## config.mk

```make
export PLATFORM = sky130hd
export DESIGN_NAME = bin_to_bcd_seq
export DESIGN_NICKNAME = d
export VERILOG_FILES = /design/src/rtl/bin_to_bcd_seq.sv
export SDC_FILE = /design/constraint.sdc
export NUM_CORES = 1
export LEC_CHECK = 0
export BUFFER_PORTS_ARGS = -buffer_cell sky130_fd_sc_hd__buf_2
export CORE_UTILIZATION = 40
export DETAILED_ROUTE_END_ITERATION = 6
export PLACE_DENSITY = 0.65
export SLEW_MARGIN = 20
export SYNTH_ARGS = -nofsm -noshare
export SYNTH_HDL_FRONTEND = slang
export SYNTH_SLANG_ARGS = --single-unit
export TNS_END_PERCENT = 5
```

## constraint.sdc

```tcl
create_clock -name clk -period 1.85 [get_ports clk]
set_input_delay 0.185 -clock clk [delete_from_list [all_inputs] [get_ports clk]]
set_output_delay 0.185 -clock clk [all_outputs]
set_load 0.1 [all_outputs]
```

## src/rtl/bin_to_bcd_seq.sv

```systemverilog
// Sequential binary-to-BCD converter (shift-and-add-3, one input bit per clock).
// A start in IDLE captures the operand magnitude and sign. SHIFT then runs for N cycles.
// The final shift publishes bcd/negative/overflow, pulses done and returns to IDLE.
// The published outputs hold between completions and never expose scratch contents.
module bin_to_bcd_seq #(
    parameter int unsigned N      = 20,
    parameter int unsigned DIGITS = 6
) (
    input  logic                  clk,
    input  logic                  rst,
    input  logic                  start,
    input  logic [N-1:0]          binary,
    input  logic                  signed_mode,
    output logic                  busy,
    output logic                  done,
    output logic [4*DIGITS-1:0]   bcd,
    output logic                  negative,
    output logic                  overflow
);

    localparam int unsigned BcdW = 4 * DIGITS;
    localparam int unsigned CntW = $clog2(N + 1);

    // Saturation pattern: every digit reads 9.
    function automatic logic [BcdW-1:0] all_nines();
        logic [BcdW-1:0] v;
        v = '0;
        for (int unsigned i = 0; i < DIGITS; i++) begin
            v[4*i +: 4] = 4'd9;
        end
        return v;
    endfunction

    localparam logic [BcdW-1:0] Nines = all_nines();

    typedef enum logic [0:0] {
        StIdle,
        StShift
    } state_e;

    state_e            state_q, state_d;
    logic [N-1:0]      mag_q, mag_d;
    logic [BcdW-1:0]   scratch_q, scratch_d;
    logic [CntW-1:0]   cnt_q, cnt_d;
    logic              sticky_q, sticky_d;
    logic              neg_next_q, neg_next_d;
    logic [BcdW-1:0]   bcd_q, bcd_d;
    logic              negative_q, negative_d;
    logic              overflow_q, overflow_d;
    logic              done_q, done_d;

    // Datapath signals shared by the FSM
    logic              in_neg;
    logic [N-1:0]      in_mag;
    logic [BcdW-1:0]   scratch_adj;
    logic [BcdW-1:0]   scratch_shift;
    logic [N-1:0]      mag_shift;
    logic              carry_out;

    // Operand magnitude; -2^(N-1) negates to itself, which is the correct unsigned magnitude.
    always_comb begin
        in_neg = signed_mode & binary[N-1];
        in_mag = in_neg ? (~binary + N'(1)) : binary;
    end

    // Add-3 correction on each digit, then shift {scratch, magnitude} left by one.
    always_comb begin
        scratch_adj = scratch_q;
        for (int unsigned i = 0; i < DIGITS; i++) begin
            if (scratch_q[4*i +: 4] >= 4'd5) begin
                scratch_adj[4*i +: 4] = scratch_q[4*i +: 4] + 4'd3;
            end
        end
        carry_out     = scratch_adj[BcdW-1];
        scratch_shift = {scratch_adj[BcdW-2:0], mag_q[N-1]};
        mag_shift     = {mag_q[N-2:0], 1'b0};
    end

    // Next-state and output logic
    always_comb begin
        state_d    = state_q;
        mag_d      = mag_q;
        scratch_d  = scratch_q;
        cnt_d      = cnt_q;
        sticky_d   = sticky_q;
        neg_next_d = neg_next_q;
        bcd_d      = bcd_q;
        negative_d = negative_q;
        overflow_d = overflow_q;
        done_d     = 1'b0;

        unique case (state_q)
            StIdle: begin
                if (start) begin
                    mag_d      = in_mag;
                    neg_next_d = in_neg;
                    scratch_d  = '0;
                    sticky_d   = 1'b0;
                    cnt_d      = CntW'(N);
                    state_d    = StShift;
                end
            end
            StShift: begin
                scratch_d = scratch_shift;
                mag_d     = mag_shift;
                // Any 1 leaving the top digit means the magnitude reached 10^DIGITS.
                sticky_d  = sticky_q | carry_out;
                cnt_d     = cnt_q - CntW'(1);
                if (cnt_q == CntW'(1)) begin
                    bcd_d      = sticky_d ? Nines : scratch_shift;
                    negative_d = neg_next_q;
                    overflow_d = sticky_d;
                    done_d     = 1'b1;
                    state_d    = StIdle;
                end
            end
            default: begin
                state_d = StIdle;
            end
        endcase
    end

    // State and result registers, synchronous active-high reset
    always_ff @(posedge clk) begin
        if (rst) begin
            state_q    <= StIdle;
            mag_q      <= '0;
            scratch_q  <= '0;
            cnt_q      <= '0;
            sticky_q   <= 1'b0;
            neg_next_q <= 1'b0;
            bcd_q      <= '0;
            negative_q <= 1'b0;
            overflow_q <= 1'b0;
            done_q     <= 1'b0;
        end else begin
            state_q    <= state_d;
            mag_q      <= mag_d;
            scratch_q  <= scratch_d;
            cnt_q      <= cnt_d;
            sticky_q   <= sticky_d;
            neg_next_q <= neg_next_d;
            bcd_q      <= bcd_d;
            negative_q <= negative_d;
            overflow_q <= overflow_d;
            done_q     <= done_d;
        end
    end

    // Output drive
    always_comb begin
        busy     = (state_q == StShift);
        done     = done_q;
        bcd      = bcd_q;
        negative = negative_q;
        overflow = overflow_q;
    end

endmodule

```

==> results.py, run 1 <==
metrics = {
    "clocking": {
        "cts_max_level": 3,
        "ctsResizeCount": 0,
        "cts_max_path_buffers": 2,
        "root_buffer": "clkbuf_8",
        "ctsHoldBuffers": 0,
        "insertion_delay_ns": 0.35,
        "postCtsSetupBuffers": 0,
        "clk_pin_slew_ns": 0.07,
        "numCtsBuffers": 9,
        "cts_tree": "done",
        "clock-sinks": 79,
    },
    "drt": {
        "drc": 0,
        "post_drt_via_cell_ratio": 5.32,
        "firstDrtPassIters": 4,
        "wl_per_cell_um": 13.5,
        "drt_iter0_markers": 162,
        "finalWirelength_um": 9620,
        "postRouteAntennaNets": 0,
        "vias": 3803,
    },
    "timing": {
        "worstMarginPinSlew_ns": 0.491,
        "slew_headroom_pct": 67.5,
        "finalMaxSlewViolations": 0,
        "setup_tns_ns": 0,
        "hold_violations": 0,
        "setup_viol": 0,
        "rsz0062_at_grt": "yes",
        "fin_hold_ws_ns": 0.199,
        "timing.fmax_ghz": 0.569,
        "min_period_ns": 1.76,
        "fin_crit_sh_pct": 95.0,
        "finClkSkew_ns": 0.00912,
    },
    "synthesis": {
        "synth_top_area_share_pct": 38.1,
        "yosysMostFrequentCell": "dfxtp_1",
        "synth_edf_count": 0,
        "synthTopCellsByCount": "79 x dfxtp_1, 70 x a21oi_1, 62 x nand2_1, 62 x nor2_1",
        "syn-cell-area_sq_um": 4160,
        "syn_inst": 528,
        "avgSynthCellArea_sq_um": 7.87,
        "synthFlopType": "dfxtp_1",
        "async_reset_ff_share_pct": 0,
        "syn-num-nets": 567,
        "ys_seq_elements": 79,
        "yosysWarnings": 0,
        "ys_top_cells_by_area": "dfxtp_1 38%, a21oi_1 8.4%, nand2_1 5.6%, nor2_1 5.6%, ha_1 4.5%",
        "ys_seq_area_share_pct": 38.1,
        "netlist.top_cell.by_area": "dfxtp_1",
        "synth.distinct_cells": 50,
    },
    "grt": {
        "grt-ovfl-total": 0,
        "antenna_found_initial": 0,
        "grt_max_degree": 36,
        "grt_pass1_vias": 3584,
        "grt_pass1_wl_um": 16300,
        "grt_usage_pct": 18.2,
    },
    "final_layout": {
        "area_growth_pct": 16.0,
        "fin_nets": 617,
        "diodes": 0,
        "fill_cells": 1001,
        "drive_gt1_share_pct": 17.4,
        "stdcell_area_sq_um": 4820,
    },
    "placed_design": {
        "gp_congestion": 0.777,
        "placed_area_sq_um": 4630,
        "hpwl_um": 6690,
        "port-buffer-count": 51,
    },
    "setup_path": {
        "crit_arrival_ns": 1.98,
        "endpoint_kind": "register",
        "worst_path_max_delay_cell": "dfxtp_1",
        "cp_max_fo": 9,
        "max_stage_delay_ns": 0.35,
        "required_ns": 2.07,
        "critPathLaunchType": "register",
        "worstSetupPathType": "reg -> reg",
        "path_cells": "inv_1 -> ha_1 -> nand2b_1 -> nor3b_4 -> a211oi_2 -> and2_1 -> buf_4 -> a311oi_1",
    },
    "power": {
        "cellPowerDensity_nw_per_um2": 726,
        "ir_drop_mv": 0.411,
        "power.leakage_nw": 1.88,
    },
    "die": {
        "boundaryPins": 52,
        "coreArea_sq_um": 9910,
        "dieArea_sq_um": 10800,
        "start_util_pct": 41.9,
        "die_y_um": 104,
        "die_width_um": 104,
        "row_count": 36,
    },
    "status": {
        "status": "completed",
    },
    "worst_hold_path": {
        "hold_path.class": "in -> reg",
    },
    "job": {
        "maxCapViolations": 0,
    },
}
==> cell usage in the layout, fill, tap and decap left out, types with 2 or more instances in the layout <==
cell	count
nor3b_1	17
nand3_1	6
xnor2_1	13
a311oi_1	9
nand4_1	3
nor4_2	3
buf_4	19
or3_1	7
nor2_1	62
and3_1	2
buf_2	50
nand2b_1	14
clkbuf_1	2
o22ai_1	3
o211ai_1	2
nor3_1	21
a31oi_1	7
o21ai_1	2
dfxtp_2	2
inv_1	23
mux2i_1	12
a21oi_1	70
nand3b_1	2
clkinv_2	2
nand2_1	62
clkbuf_8	9
ha_1	15
a211oi_1	7
buf_12	2
dfxtp_1	77
a211o_1	7
o21ai_0	20
xor2_1	5
==> registers in the layout, summed over array words and instances (netlist names) <==
| signal | flops |
|---|---|
| bcd | 24 |
| busy | 1 |
| cnt_q | 5 |
| done | 1 |
| mag_q | 20 |
| neg_next_q | 1 |
| negative | 1 |
| overflow | 1 |
| scratch_q | 24 |
| sticky_q | 1 |
==> cell families after synthesis <==
family / after synthesis / synth area share, %
compound gates: 137 / 20.0
fa+ha+maj: 15 / 4.52
flops: 79 / 38.1
mux: 13 / 3.16
xor+xnor: 18 / 3.79
simple gates: 211 / 25.2
buf+inv: 55 / 5.21
==> through the flow <==
stage	instances	setup WS, ns	util, %	power [mW]
2_1_floorplan	528	0.0872	-	2.18
3_3_place_gp	700	0.0923	46.7	2.33
3_5_place_dp	700	0.0504	46.7	2.34
4_1_cts	715	0.0434	48.5	3.54
5_1_grt	715	-0.0186	48.7	3.68
6_report	715	0.0919	48.7	3.50
==> report_power, final <==
| group | internal (mW) | switching [mW] |
|---|---|---|
| registers | 1.76 | 0.0436 |
| logic | 0.173 | 0.322 |
| clock network | 0.613 | 0.595 |
==> cell type report <==
cell class                      instances  area (sq um)  area share [%]
Clock buffer                           11           131            2.72
Clock inverter                          4          47.5           0.986
Inverter                               23          86.3            1.79
Multi-Input combinational cell        394          2370            49.2
Sequential cell                        79          1580            32.8
Tap cell                              133           166            3.45
Timing Repair Buffer                   71           433            8.98
==> layer usage <==
| metal | global-route usage (%) | up-vias | share of wire (%) | routed length (um) |
|---|---|---|---|---|
| met5 | 0 | - | 0 | 0 |
| met4 | 3.88 | 0 | 0.35 | 34 |
| met3 | 4.32 | 4 | 3.4 | 330 |
| met2 | 31.8 | 52 | 49 | 4680 |
| met1 | 22.7 | 1804 | 48 | 4570 |
| li1 | - | 1943 | - | - |
==> critical path, delay by kind of cell, from the launching register on <==
family                     cells  cell delay, ns
adders and majority gates      1            0.18
AOI/OAI and AO/OA              2            0.35
DFF                            1            0.35
buffers and inverters          2            0.27
and+or+nand+nor                3            0.50
==> path summary, 6_finish.rpt <==
path | from | endpoint | slack [ns] | depth (start not counted)
hold reg to reg | bcd[2] | bcd[2] | 0.45 | 2
hold / removal | binary[0] | mag_q[0] | 0.20 | 3
setup / recovery | scratch_q[21] | bcd[19] | 0.09 | 8
setup reg to reg | scratch_q[21] | bcd[19] | 0.09 | 8
Note: power is estimated with default switching activity, not from simulation.
==> inputs of run 2 (changes only) <==
Settings changed: BUFFER_PORTS_ARGS -buffer_cell sky130_fd_sc_hd__buf_2 to not set, CORE_UTILIZATION 40 to 50, DONT_BUFFER_PORTS set to 1, PLACE_DENSITY 0.65 to 0.71.
==> results.py, run 2 (same netlist as run 1, synthesis figures left out) <==
metrics = {
    "die": {
        "dieArea_sq_um": 8680,
        "die_width_um": 93.2,
        "coreArea_sq_um": 7890,
        "row_count": 32,
        "boundaryPins": 52,
        "die_y_um": 93.2,
        "start_util_pct": 52.7,
    },
    "final_layout": {
        "drive_gt1_share_pct": 13.2,
        "fin_nets": 589,
        "final_cell_mix": "77 x dfxtp_1, 70 x a21oi_1, 62 x nor2_1, 62 x nand2_1, 37 x buf_4",
        "fill_cells": 678,
        "utilization_pct": 60.5,
        "area_growth_pct": 14.8,
        "stdcell_area_sq_um": 4770,
        "layout_commonest_cell": "dfxtp_1",
        "diodes": 0,
    },
    "placed_design": {
        "dp_slack_ns": 0.0247,
        "gp_congestion": 0.899,
        "placed_area_sq_um": 4470,
        "port-buffer-count": 0,
        "hpwl_um": 6550,
    },
    "power": {
        "pwr-share-clk_pct": 38.7,
        "p_total_mw": 3.63,
        "switching_share_pct": 25.8,
        "ir_drop_mv": 0.413,
        "power.leakage_nw": 1.78,
        "cellInternalPower_mw": 2.69,
        "p_comb_share_pct": 11.6,
        "cellPowerDensity_nw_per_um2": 761,
        "p_seq_share_pct": 49.7,
        "p_switching_mw": 0.936,
    },
    "setup_path": {
        "crit_arrival_ns": 1.98,
        "crit_family": "simple AND/OR/NAND/NOR gates",
        "required_ns": 2.12,
        "max_stage_delay_ns": 0.37,
        "worst_path_max_delay_cell": "dfxtp_2",
        "endpoint_kind": "register",
        "cp_max_fo": 5,
        "rr_worst_depth": 8,
        "r2r-start": "scratch_q[20]",
        "cp.depth": 8,
        "ff2ff_setup_slack_ns": 0.14,
        "rr_endpoint": "bcd[3]",
        "crit_buf_inv": 2,
        "path_cells": "inv_1 -> ha_1 -> nand2b_1 -> nor3b_2 -> a211oi_2 -> and2_1 -> buf_4 -> a311oi_1",
        "critPathLaunchType": "register",
        "worstSetupPathType": "reg -> reg",
    },
    "drt": {
        "wl_per_cell_um": 14.5,
        "post_drt_via_cell_ratio": 5.75,
        "firstDrtPassIters": 4,
        "drt_iter0_markers": 226,
        "finalWirelength_um": 9550,
        "vias": 3778,
        "postRouteAntennaNets": 0,
        "drc": 0,
    },
    "timing": {
        "setup_viol": 0,
        "finalMaxSlewViolations": 0,
        "finClkSkew_ns": 0.0127,
        "fin_crit_sh_pct": 92.5,
        "worstMarginPinSlew_ns": 0.529,
        "rsz0062_at_grt": "yes",
        "hold_violations": 0,
        "min_period_ns": 1.71,
        "timing.final.ws_setup_ns": 0.139,
        "setup_tns_ns": 0,
        "slew_headroom_pct": 64.4,
        "timing.fmax_ghz": 0.584,
    },
    "clocking": {
        "postCtsSetupBuffers": 0,
        "insertion_delay_ns": 0.35,
        "cts_tree": "done",
        "numCtsBuffers": 9,
        "cts_max_path_buffers": 2,
        "cts_max_level": 3,
        "clk_pin_slew_ns": 0.09,
        "clock-sinks": 79,
        "root_buffer": "clkbuf_8",
    },
    "grt": {
        "grt_max_degree": 65,
        "grt_usage_pct": 23.4,
        "grt_pass1_wl_um": 16200,
        "grt_pass1_vias": 3527,
        "grt-ovfl-total": 0,
        "antenna_found_initial": 0,
    },
    "worst_hold_path": {
        "hold_path_depth": 2,
        "whs_endpoint": "mag_q[13]",
        "hold_path.class": "in -> reg",
        "min-delay-start": "start",
    },
    "job": {
        "maxCapViolations": 0,
    },
    "status": {
        "status": "completed",
    },
}
## run 2: changes by cell type in the layout (fill, tap and decap cells not counted), moves of 2 or more
cell	before	now
clkbuf_8	9	11
dlygate4sd3_1	0	3
clkbuf_1	2	0
buf_2	50	0
buf_4	19	37
## run 2: routing by layer
layer | vias up | global-route usage [%] | share of wire, %
met2 | 83 | 40.0 | 48
li1 | 1895 | - | -
met3 | 15 | 5.77 | 4.4
met1 | 1785 | 29.3 | 47
met4 | 0 | 6.54 | 1.3
met5 | - | 0 | 0
## run 2: what timing repair did
item / in CTS / in global routing
pin swaps: 0 / 0
resized for setup: 1 / 2
endpoints found under the hold margin: 63 / 1
endpoints found under the setup margin: 1 / 13
hold buffers: 3 / 1
## run 2: worst max-delay path by stage
stage | to | slack [ns] | start
6_report | bcd[3] | 0.14 | scratch_q[20]
2_1_floorplan | bcd[10] | 0.09 | busy
3_5_place_dp | bcd[3] | 0.02 | scratch_q[20]
5_1_grt | bcd[3] | -0.0009 | scratch_q[20]
4_1_cts | bcd[3] | 0.09 | scratch_q[20]
3_3_place_gp | bcd[7] | 0.14 | scratch_q[20]
## run 2: cell type report
| cell class | instances | area [sq um] | share of cell area (%) |
|---|---|---|---|
| clock buffer | 12 | 176 | 3.70 |
| timing repair buffer | 43 | 375 | 7.87 |
| tap | 102 | 128 | 2.68 |
| sequential | 79 | 1590 | 33.3 |
| inverter | 23 | 86.3 | 1.81 |
| clock inverter | 4 | 50.0 | 1.05 |
| multi-input combinational | 394 | 2370 | 49.6 |
## run 2: stage by stage
stage,std cells,hold WS [ns]
2_1_floorplan,528,0.332
3_3_place_gp,637,0.261
3_5_place_dp,637,0.264
4_1_cts,656,0.00370
5_1_grt,657,0.00496
6_report,657,0.0422
## run 2: power groups by stage
stage / clock network, mW / registers (mW) / logic, mW
after floorplan: 0 / 1.89 / 0.286
after global placement: 0 / 1.84 / 0.378
after detailed placement: 0 / 1.84 / 0.388
after CTS: 1.43 / 1.80 / 0.421
after global routing: 1.51 / 1.81 / 0.464
final: 1.41 / 1.80 / 0.421
